<file path="src/rtl/array_sort_control_if.sv">
// array_sort_control_if
//   Bundles the control handshake, the register-file read/write bus and the
//   status outputs of the array sort sequencer.
//
//   Signals:
//     go, array, length        start request, base index, element count
//     rd_addr_a/b, rd_data_a/b two asynchronous register-file read ports
//     wr_enable/addr/data      single register-file write port
//     busy, done, was_sorted,  run status
//     swap_count
//
//   Modports:
//     slave  - the sequencer itself
//     master - the host side (start control plus the register file)
interface array_sort_control_if #(
  parameter int ADDR_W = 5,
  parameter int DATA_W = 32,
  parameter int CNT_W  = 9
);
  logic              go;
  logic [ADDR_W-1:0] array;
  logic [ADDR_W-1:0] length;
  logic [DATA_W-1:0] rd_data_a;
  logic [DATA_W-1:0] rd_data_b;
  logic [ADDR_W-1:0] rd_addr_a;
  logic [ADDR_W-1:0] rd_addr_b;
  logic              wr_enable;
  logic [ADDR_W-1:0] wr_addr;
  logic [DATA_W-1:0] wr_data;
  logic              busy;
  logic              done;
  logic              was_sorted;
  logic [CNT_W-1:0]  swap_count;

  modport slave (
    input  go, array, length, rd_data_a, rd_data_b,
    output rd_addr_a, rd_addr_b, wr_enable, wr_addr, wr_data,
    output busy, done, was_sorted, swap_count
  );

  modport master (
    output go, array, length, rd_data_a, rd_data_b,
    input  rd_addr_a, rd_addr_b, wr_enable, wr_addr, wr_data,
    input  busy, done, was_sorted, swap_count
  );
endinterface

</file>
<file path="src/rtl/array_sort_control.sv">
// array_sort_control
//   Bubble-sorts, in place and in ascending signed order, a contiguous window
//   of a 32-entry register file. One compare per cycle; a swap costs two write
//   cycles. Stops early after a pass with no swap.
//
//   Ports:
//     clock  rising-edge clock
//     reset  asynchronous, active-high reset
//     sif    array_sort_control_if.slave: go/array/length in, register-file
//            read/write bus, busy/done/was_sorted/swap_count status out
module array_sort_control #(
  parameter int ADDR_W = 5,
  parameter int DATA_W = 32,
  parameter int CNT_W  = 9
) (
  input  logic                 clock,
  input  logic                 reset,
  array_sort_control_if.slave  sif
);

  localparam logic [2:0] S_IDLE     = 3'd0;
  localparam logic [2:0] S_COMPARE  = 3'd1;
  localparam logic [2:0] S_SWAP1    = 3'd2;
  localparam logic [2:0] S_SWAP2    = 3'd3;
  localparam logic [2:0] S_PASS_END = 3'd4;
  localparam logic [2:0] S_DONE     = 3'd5;

  logic [2:0]        state;
  logic [ADDR_W-1:0] base;
  logic [ADDR_W-1:0] j;
  logic [ADDR_W-1:0] limit;
  logic              pass_swapped;
  logic              first_pass;
  logic [DATA_W-1:0] lat_a;
  logic [DATA_W-1:0] lat_b;
  logic [CNT_W-1:0]  swap_count;
  logic              done;
  logic              was_sorted;

  logic [ADDR_W-1:0] j_next;
  logic [ADDR_W-1:0] addr_lo;
  logic [ADDR_W-1:0] addr_hi;

  // Index arithmetic wraps naturally at ADDR_W bits, so a window starting
  // near the top of the register file continues at r0.
  assign j_next  = j + ADDR_W'(1);
  assign addr_lo = base + j;
  assign addr_hi = base + j_next;

  // Sequencer. limit is the number of compares in the current pass; it
  // shrinks by one after each pass because the largest element has bubbled
  // to the end of the window.
  always_ff @(posedge clock or posedge reset) begin
    if (reset) begin
      state        <= S_IDLE;
      base         <= '0;
      j            <= '0;
      limit        <= '0;
      pass_swapped <= 1'b0;
      first_pass   <= 1'b0;
      lat_a        <= '0;
      lat_b        <= '0;
      swap_count   <= '0;
      done         <= 1'b0;
      was_sorted   <= 1'b0;
    end else begin
      case (state)
        S_IDLE: begin
          if (sif.go) begin
            base         <= sif.array;
            limit        <= sif.length - ADDR_W'(1);
            j            <= '0;
            done         <= 1'b0;
            swap_count   <= '0;
            pass_swapped <= 1'b0;
            first_pass   <= 1'b1;
            // Zero or one element is trivially sorted.
            if (sif.length < ADDR_W'(2)) begin
              was_sorted <= 1'b1;
              state      <= S_DONE;
            end else begin
              was_sorted <= 1'b0;
              state      <= S_COMPARE;
            end
          end
        end

        S_COMPARE: begin
          // Strict greater-than keeps equal elements in order.
          if ($signed(sif.rd_data_a) > $signed(sif.rd_data_b)) begin
            lat_a <= sif.rd_data_a;
            lat_b <= sif.rd_data_b;
            state <= S_SWAP1;
          end else begin
            j     <= j_next;
            state <= (j_next == limit) ? S_PASS_END : S_COMPARE;
          end
        end

        S_SWAP1: begin
          state <= S_SWAP2;
        end

        S_SWAP2: begin
          swap_count   <= swap_count + CNT_W'(1);
          pass_swapped <= 1'b1;
          j            <= j_next;
          state        <= (j_next == limit) ? S_PASS_END : S_COMPARE;
        end

        S_PASS_END: begin
          if (first_pass) begin
            was_sorted <= !pass_swapped;
            first_pass <= 1'b0;
          end
          if (!pass_swapped || limit == ADDR_W'(1)) begin
            state <= S_DONE;
          end else begin
            limit        <= limit - ADDR_W'(1);
            j            <= '0;
            pass_swapped <= 1'b0;
            state        <= S_COMPARE;
          end
        end

        S_DONE: begin
          done <= 1'b1;
          if (!sif.go) state <= S_IDLE;
        end

        default: state <= S_IDLE;
      endcase
    end
  end

  // Bus outputs decode straight from the state so that a reset removes the
  // write strobe immediately rather than one edge later.
  always_comb begin
    sif.busy      = (state != S_IDLE) && (state != S_DONE);
    sif.rd_addr_a = '0;
    sif.rd_addr_b = '0;
    sif.wr_enable = 1'b0;
    sif.wr_addr   = '0;
    sif.wr_data   = '0;
    case (state)
      S_COMPARE: begin
        sif.rd_addr_a = addr_lo;
        sif.rd_addr_b = addr_hi;
      end
      S_SWAP1: begin
        sif.wr_enable = 1'b1;
        sif.wr_addr   = addr_lo;
        sif.wr_data   = lat_b;
      end
      S_SWAP2: begin
        sif.wr_enable = 1'b1;
        sif.wr_addr   = addr_hi;
        sif.wr_data   = lat_a;
      end
      default: begin
      end
    endcase
  end

  assign sif.done       = done;
  assign sif.was_sorted = was_sorted;
  assign sif.swap_count = swap_count;

endmodule

</file>
<file path="src/flat_wrapper.sv">
// flat-port wrapper written by rule: the top's interface ports become plain ports
module array_sort_control_flat 
#(
  parameter int ADDR_W = 5,
  parameter int DATA_W = 32,
  parameter int CNT_W  = 9
)
  (clock, reset, sif_go, sif_array, sif_length, sif_rd_data_a, sif_rd_data_b, sif_rd_addr_a, sif_rd_addr_b, sif_wr_enable, sif_wr_addr, sif_wr_data, sif_busy, sif_done, sif_was_sorted, sif_swap_count);
  array_sort_control_if #(.ADDR_W(ADDR_W), .DATA_W(DATA_W), .CNT_W(CNT_W)) sif_i ();
  input  logic clock;
  input  logic reset;
  input wire logic [$bits(sif_i.go)-1:0] sif_go;
  input wire logic [$bits(sif_i.array)-1:0] sif_array;
  input wire logic [$bits(sif_i.length)-1:0] sif_length;
  input wire logic [$bits(sif_i.rd_data_a)-1:0] sif_rd_data_a;
  input wire logic [$bits(sif_i.rd_data_b)-1:0] sif_rd_data_b;
  output wire logic [$bits(sif_i.rd_addr_a)-1:0] sif_rd_addr_a;
  output wire logic [$bits(sif_i.rd_addr_b)-1:0] sif_rd_addr_b;
  output wire logic [$bits(sif_i.wr_enable)-1:0] sif_wr_enable;
  output wire logic [$bits(sif_i.wr_addr)-1:0] sif_wr_addr;
  output wire logic [$bits(sif_i.wr_data)-1:0] sif_wr_data;
  output wire logic [$bits(sif_i.busy)-1:0] sif_busy;
  output wire logic [$bits(sif_i.done)-1:0] sif_done;
  output wire logic [$bits(sif_i.was_sorted)-1:0] sif_was_sorted;
  output wire logic [$bits(sif_i.swap_count)-1:0] sif_swap_count;
  assign sif_i.go = sif_go;
  assign sif_i.array = sif_array;
  assign sif_i.length = sif_length;
  assign sif_i.rd_data_a = sif_rd_data_a;
  assign sif_i.rd_data_b = sif_rd_data_b;
  assign sif_rd_addr_a = sif_i.rd_addr_a;
  assign sif_rd_addr_b = sif_i.rd_addr_b;
  assign sif_wr_enable = sif_i.wr_enable;
  assign sif_wr_addr = sif_i.wr_addr;
  assign sif_wr_data = sif_i.wr_data;
  assign sif_busy = sif_i.busy;
  assign sif_done = sif_i.done;
  assign sif_was_sorted = sif_i.was_sorted;
  assign sif_swap_count = sif_i.swap_count;
  array_sort_control #(.ADDR_W(ADDR_W), .DATA_W(DATA_W), .CNT_W(CNT_W)) u_core (.clock(clock), .reset(reset), .sif(sif_i));
endmodule
</file>
<file path="config.mk">
export PLATFORM = sky130hd
export DESIGN_NAME = array_sort_control_flat
export DESIGN_NICKNAME = d
export VERILOG_FILES = /design/src/rtl/array_sort_control_if.sv /design/src/rtl/array_sort_control.sv /design/src/flat_wrapper.sv
export SDC_FILE = /design/constraint.sdc
export NUM_CORES = 1
export LEC_CHECK = 0
export BUFFER_PORTS_ARGS = -buffer_cell sky130_fd_sc_hd__buf_4
export CAP_MARGIN = 20
export CORE_ASPECT_RATIO = 0.7
export CORE_MARGIN = 3
export CORE_UTILIZATION = 50
export CTS_CLUSTER_SIZE = 28
export DETAILED_ROUTE_END_ITERATION = 16
export HOLD_SLACK_MARGIN = 0.15
export MAX_ROUTING_LAYER = met4
export PLACE_DENSITY = 0.75
export SETUP_SLACK_MARGIN = 0.5
export SYNTH_ARGS = -nofsm -noshare
export SYNTH_HDL_FRONTEND = slang
export SYNTH_SLANG_ARGS = --single-unit
</file>
<file path="constraint.sdc">
create_clock -name clock -period 6.1 [get_ports clock]
set_input_delay 0.61 -clock clock [delete_from_list [all_inputs] [get_ports clock]]
set_output_delay 0.61 -clock clock [all_outputs]
set_load 0.1 [all_outputs]
</file>
==> PnR_summary.wiki <==
{| class="wikitable"
! Metric !! Value
|-
| Critical path class || input port to register
|-
| Detailed router's first-iteration violation count || 269
|-
| Number of cells upsized or downsized after cts || 0
|-
| Buffer type at the clock tree root || clkbuf_16
|-
| Clock-pin slew of the registers on the worst-case setup and hold paths || 0.07 ns
|-
| Bufs and invs on worst path || 3
|-
| Worst stage delay on the critical path || 0.50 ns
|-
| Source-to-sink clock delay at the later pin of the worst-skew pair || 0.34 ns
|-
| Diode count || 0
|-
| Finished Core Util || 65.2%
|-
| Htree depth || 3
|-
| Area used by multi-input combinational logic || 0.00331 mm²
|-
| Result of the run || completed
|-
| Final worst path period need || 3.66 ns
|-
| Weighted congestion reported at the end of routability-driven placement || 0.895
|-
| Total detailed-routing wirelength || 14.7 mm
|-
| Post-route clock skew || 0.00836 ns
|-
| Routed wire length per instance || 16.9 µm
|-
| Post-route non-filler standard cell count || 866
|-
| R2R cell count || 5
|-
| Transition time at the pin with the least slew margin || 0.905 ns
|-
| Clock tree from TritonCTS || done
|-
| Synthesized netlist net count || 704
|-
| Critical path depth || 12
|-
| M3 GR Usage || 3.96%
|-
| Layout cell share with drive strength beyond 1 || 32.0%
|-
| CP max FO || 47
|-
| Core Rows || 32
|-
| End of the worst register-to-register path || u_core.sif.swap_count[6]$_DFFE_PP0P_
|-
| Number of synthesized flops with an enable pin || 0
|-
| Setup slack on the worst flop-to-flop path || 3.53 ns
|-
| Relative slew slack || 39.6%
|-
| Final period util || 60.0%
|-
| Num Clock Sinks || 95
|-
| Most instantiated flip-flop cell in the synthesis netlist || dfrtp_1
|-
| Number of vias per cell after detailed routing || 5.40
|-
| Met2 usage || 33.9%
|-
| Worst reg2reg path startpoint || u_core.state[2]$_DFFE_PP0P_
|-
| Slowest cell on the critical path || or4_4
|-
| Largest net degree at the start of global routing || 66
|-
| Initial Utilization || 52.9%
|-
| Max Transition Viols Final || 0
|-
| Count of cell types in the netlist || 46
|-
| Cell area after layout || 0.00743 mm²
|-
| Number of input and output port buffers inserted || 136
|-
| Horizontal die dimension || 137 µm
|-
| Max Clock Freq || 273 MHz
|-
| Critical path launch point type || input port
|-
| Filler cells || 917
|-
| Synthesis Warnings || 0
|-
| Final number of setup-violating endpoints || 0
|-
| Met1 usage in global routing || 31.6%
|-
| Detailed-routing iteration count for the pre-antenna-repair pass || 4
|-
| Placed insts || 850
|-
| Critical path data arrival time || 3.88 ns
|-
| Area occupied by registers || 0.00238 mm²
|-
| Cell-by-cell trace of the critical path || buf_4 -> inv_1 -> ha_1 -> nand4_1 -> nor3_1 -> a21boi_1 -> or4_4 -> a2111oi_4 -> xor2_2 -> and3_4 -> buf_16 -> mux2_2
|-
| Chip Height || 98.0 µm
|-
| Number of buffers inserted for hold repair after clock tree synthesis || 0
|-
| Count of max-cap constraint violations || 0
|-
| Required time of the worst setup path || 6.32 ns
|-
| Detailed-placement wirelength estimate || 10.9 mm
|-
| Category of cells accounting for the largest share of critical-path delay || simple AND/OR/NAND/NOR gates
|-
| Portion of the post-synthesis area used by sequential elements || 39.3%
|-
| Post-CTS setup buffer count || 0
|-
| Total cell area at the placement stage || 0.00710 mm²
|-
| Share of async-settable or async-resettable flops after synthesis || 100%
|-
| Most crowded layer after global routing || met2
|-
| Total congestion overflow || 0
|-
| Total I/O pin count || 137
|-
| Via count of the first global-routing pass || 4792
|-
| Max Buffers Root-to-Sink || 2
|-
| Post-Synthesis Cell Area || 0.00604 mm²
|-
| Endpoint kind of the worst setup timing path || register
|-
| Syn Inst Count || 580
|-
| Area added between synthesis and finish || 23.0%
|-
| First-pass GRT wire length || 23.5 mm
|-
| Number of buffers inserted during clock tree synthesis || 9
|-
| Post-Syn Area per Cell || 10.4 µm²
|-
| GRT Resource Usage Total || 22.5%
|-
| Final net count || 833
|-
| Total negative setup slack || 0 ns
|-
| Worst hold path type || input port to async pin
|-
| RSZ-0062 raised after global routing || false
|-
| Core Area || 0.0114 mm²
|-
| Number of register bits inferred by synthesis || 95
|-
| Final hold violations || 0
|-
| Detailed-route via count || 4674
|-
| Drt drc || 0
|-
| Remaining antenna violation count after routing || 0
|-
| DIE AREA || 0.0135 mm²
|-
| Antenna violations before repair || 0
|}
==> synth_stat cells, types with 3 or more instances <==
master,n,area (µm²)
a211oi_1,5,37.5
a21o_1,7,52.6
a21oi_1,26,130
a31oi_1,3,18.8
and3_1,7,43.8
buf_12,6,120
clkbuf_1,12,45.0
dfrtp_1,95,2380
ha_1,45,563
inv_1,46,173
mux2_2,18,203
mux2_4,49,736
mux2i_1,33,330
nand2_1,47,176
nand3_1,12,60.1
nand4_1,7,43.8
nor2_1,75,282
nor3_1,8,40.0
o21ai_0,24,120
xnor2_1,9,78.8
xor2_1,12,105
==> through the flow <==
stage | setup slack (ns) | hold WS (ns)
2_1_floorplan | 1.59 | 0.464
3_3_place_gp | 1.96 | 0.484
3_5_place_dp | 1.85 | 0.488
4_1_cts | 2.21 | 0.372
5_1_grt | 2.29 | 0.404
6_report | 2.44 | 0.349
==> state kept, by name (all words and copies together), names as in the netlist <==
signal                 cells
u_core.lat_a              32
u_core.lat_b              32
u_core.sif.swap_count      9
u_core.base                5
u_core.j                   5
u_core.limit               5
u_core.state               3
u_core.first_pass          1
u_core.pass_swapped        1
u_core.sif.done            1
u_core.sif.was_sorted      1
==> cells by family after synthesis <==
logic type               synth area share [%]
flip-flops                               39.3
AND/OR/NAND/NOR                          12.3
XOR/XNOR                                 3.31
AO/OA/AOI/OAI                            8.14
multiplexers                             21.0
adder cells (fa/ha/maj)                  9.98
buffers and inverters                    5.90
==> worst max-delay path by stage <==
stage	endpoint	start	slack, ns
final	u_core.lat_a[28]$_DFFE_PP0P_	sif_rd_data_b[15]	2.44
after global routing	u_core.lat_a[28]$_DFFE_PP0P_	sif_rd_data_b[13]	2.29
after CTS	u_core.lat_a[28]$_DFFE_PP0P_	sif_rd_data_b[1]	2.21
after detailed placement	u_core.lat_a[27]$_DFFE_PP0P_	sif_rd_data_b[1]	1.85
after global placement	u_core.lat_b[9]$_DFFE_PP0P_	sif_rd_data_b[1]	1.96
after floorplan	sif_wr_addr[4]	u_core.j[0]$_DFFE_PP0P_	1.59
==> final cells by class <==
type	instances	share of cell area [%]
multi-input combinational	417	44.5
sequential	95	32.0
timing repair buffer	139	14.3
clock buffer	9	3.03
tap	153	2.57
inverter	47	2.41
clock inverter	6	1.16
==> layout by cell type (no fill, tap or decap), drive strengths merged, types with 3 or more instances in the layout <==
cell / count
clkinv: 4
buf: 139
xor2: 13
a21oi: 26
nand3: 12
and3: 8
nand2: 47
clkbuf: 9
ha: 45
xnor2: 9
inv: 46
mux2: 67
mux2i: 33
dfrtp: 95
a211oi: 5
o21ai: 24
nor2: 75
a21o: 7
nand4: 7
nor3: 8
a31oi: 3
==> metal layers <==
metal,wire (µm),up-vias
met4,146,0
met2,6650,129
met3,659,12
li1,-,2247
met1,7200,2286
met5,0,-
Power is left out: the tool's default activity adds up to more than one toggle a clock period on the data nets, which glitch-free logic cannot reach.
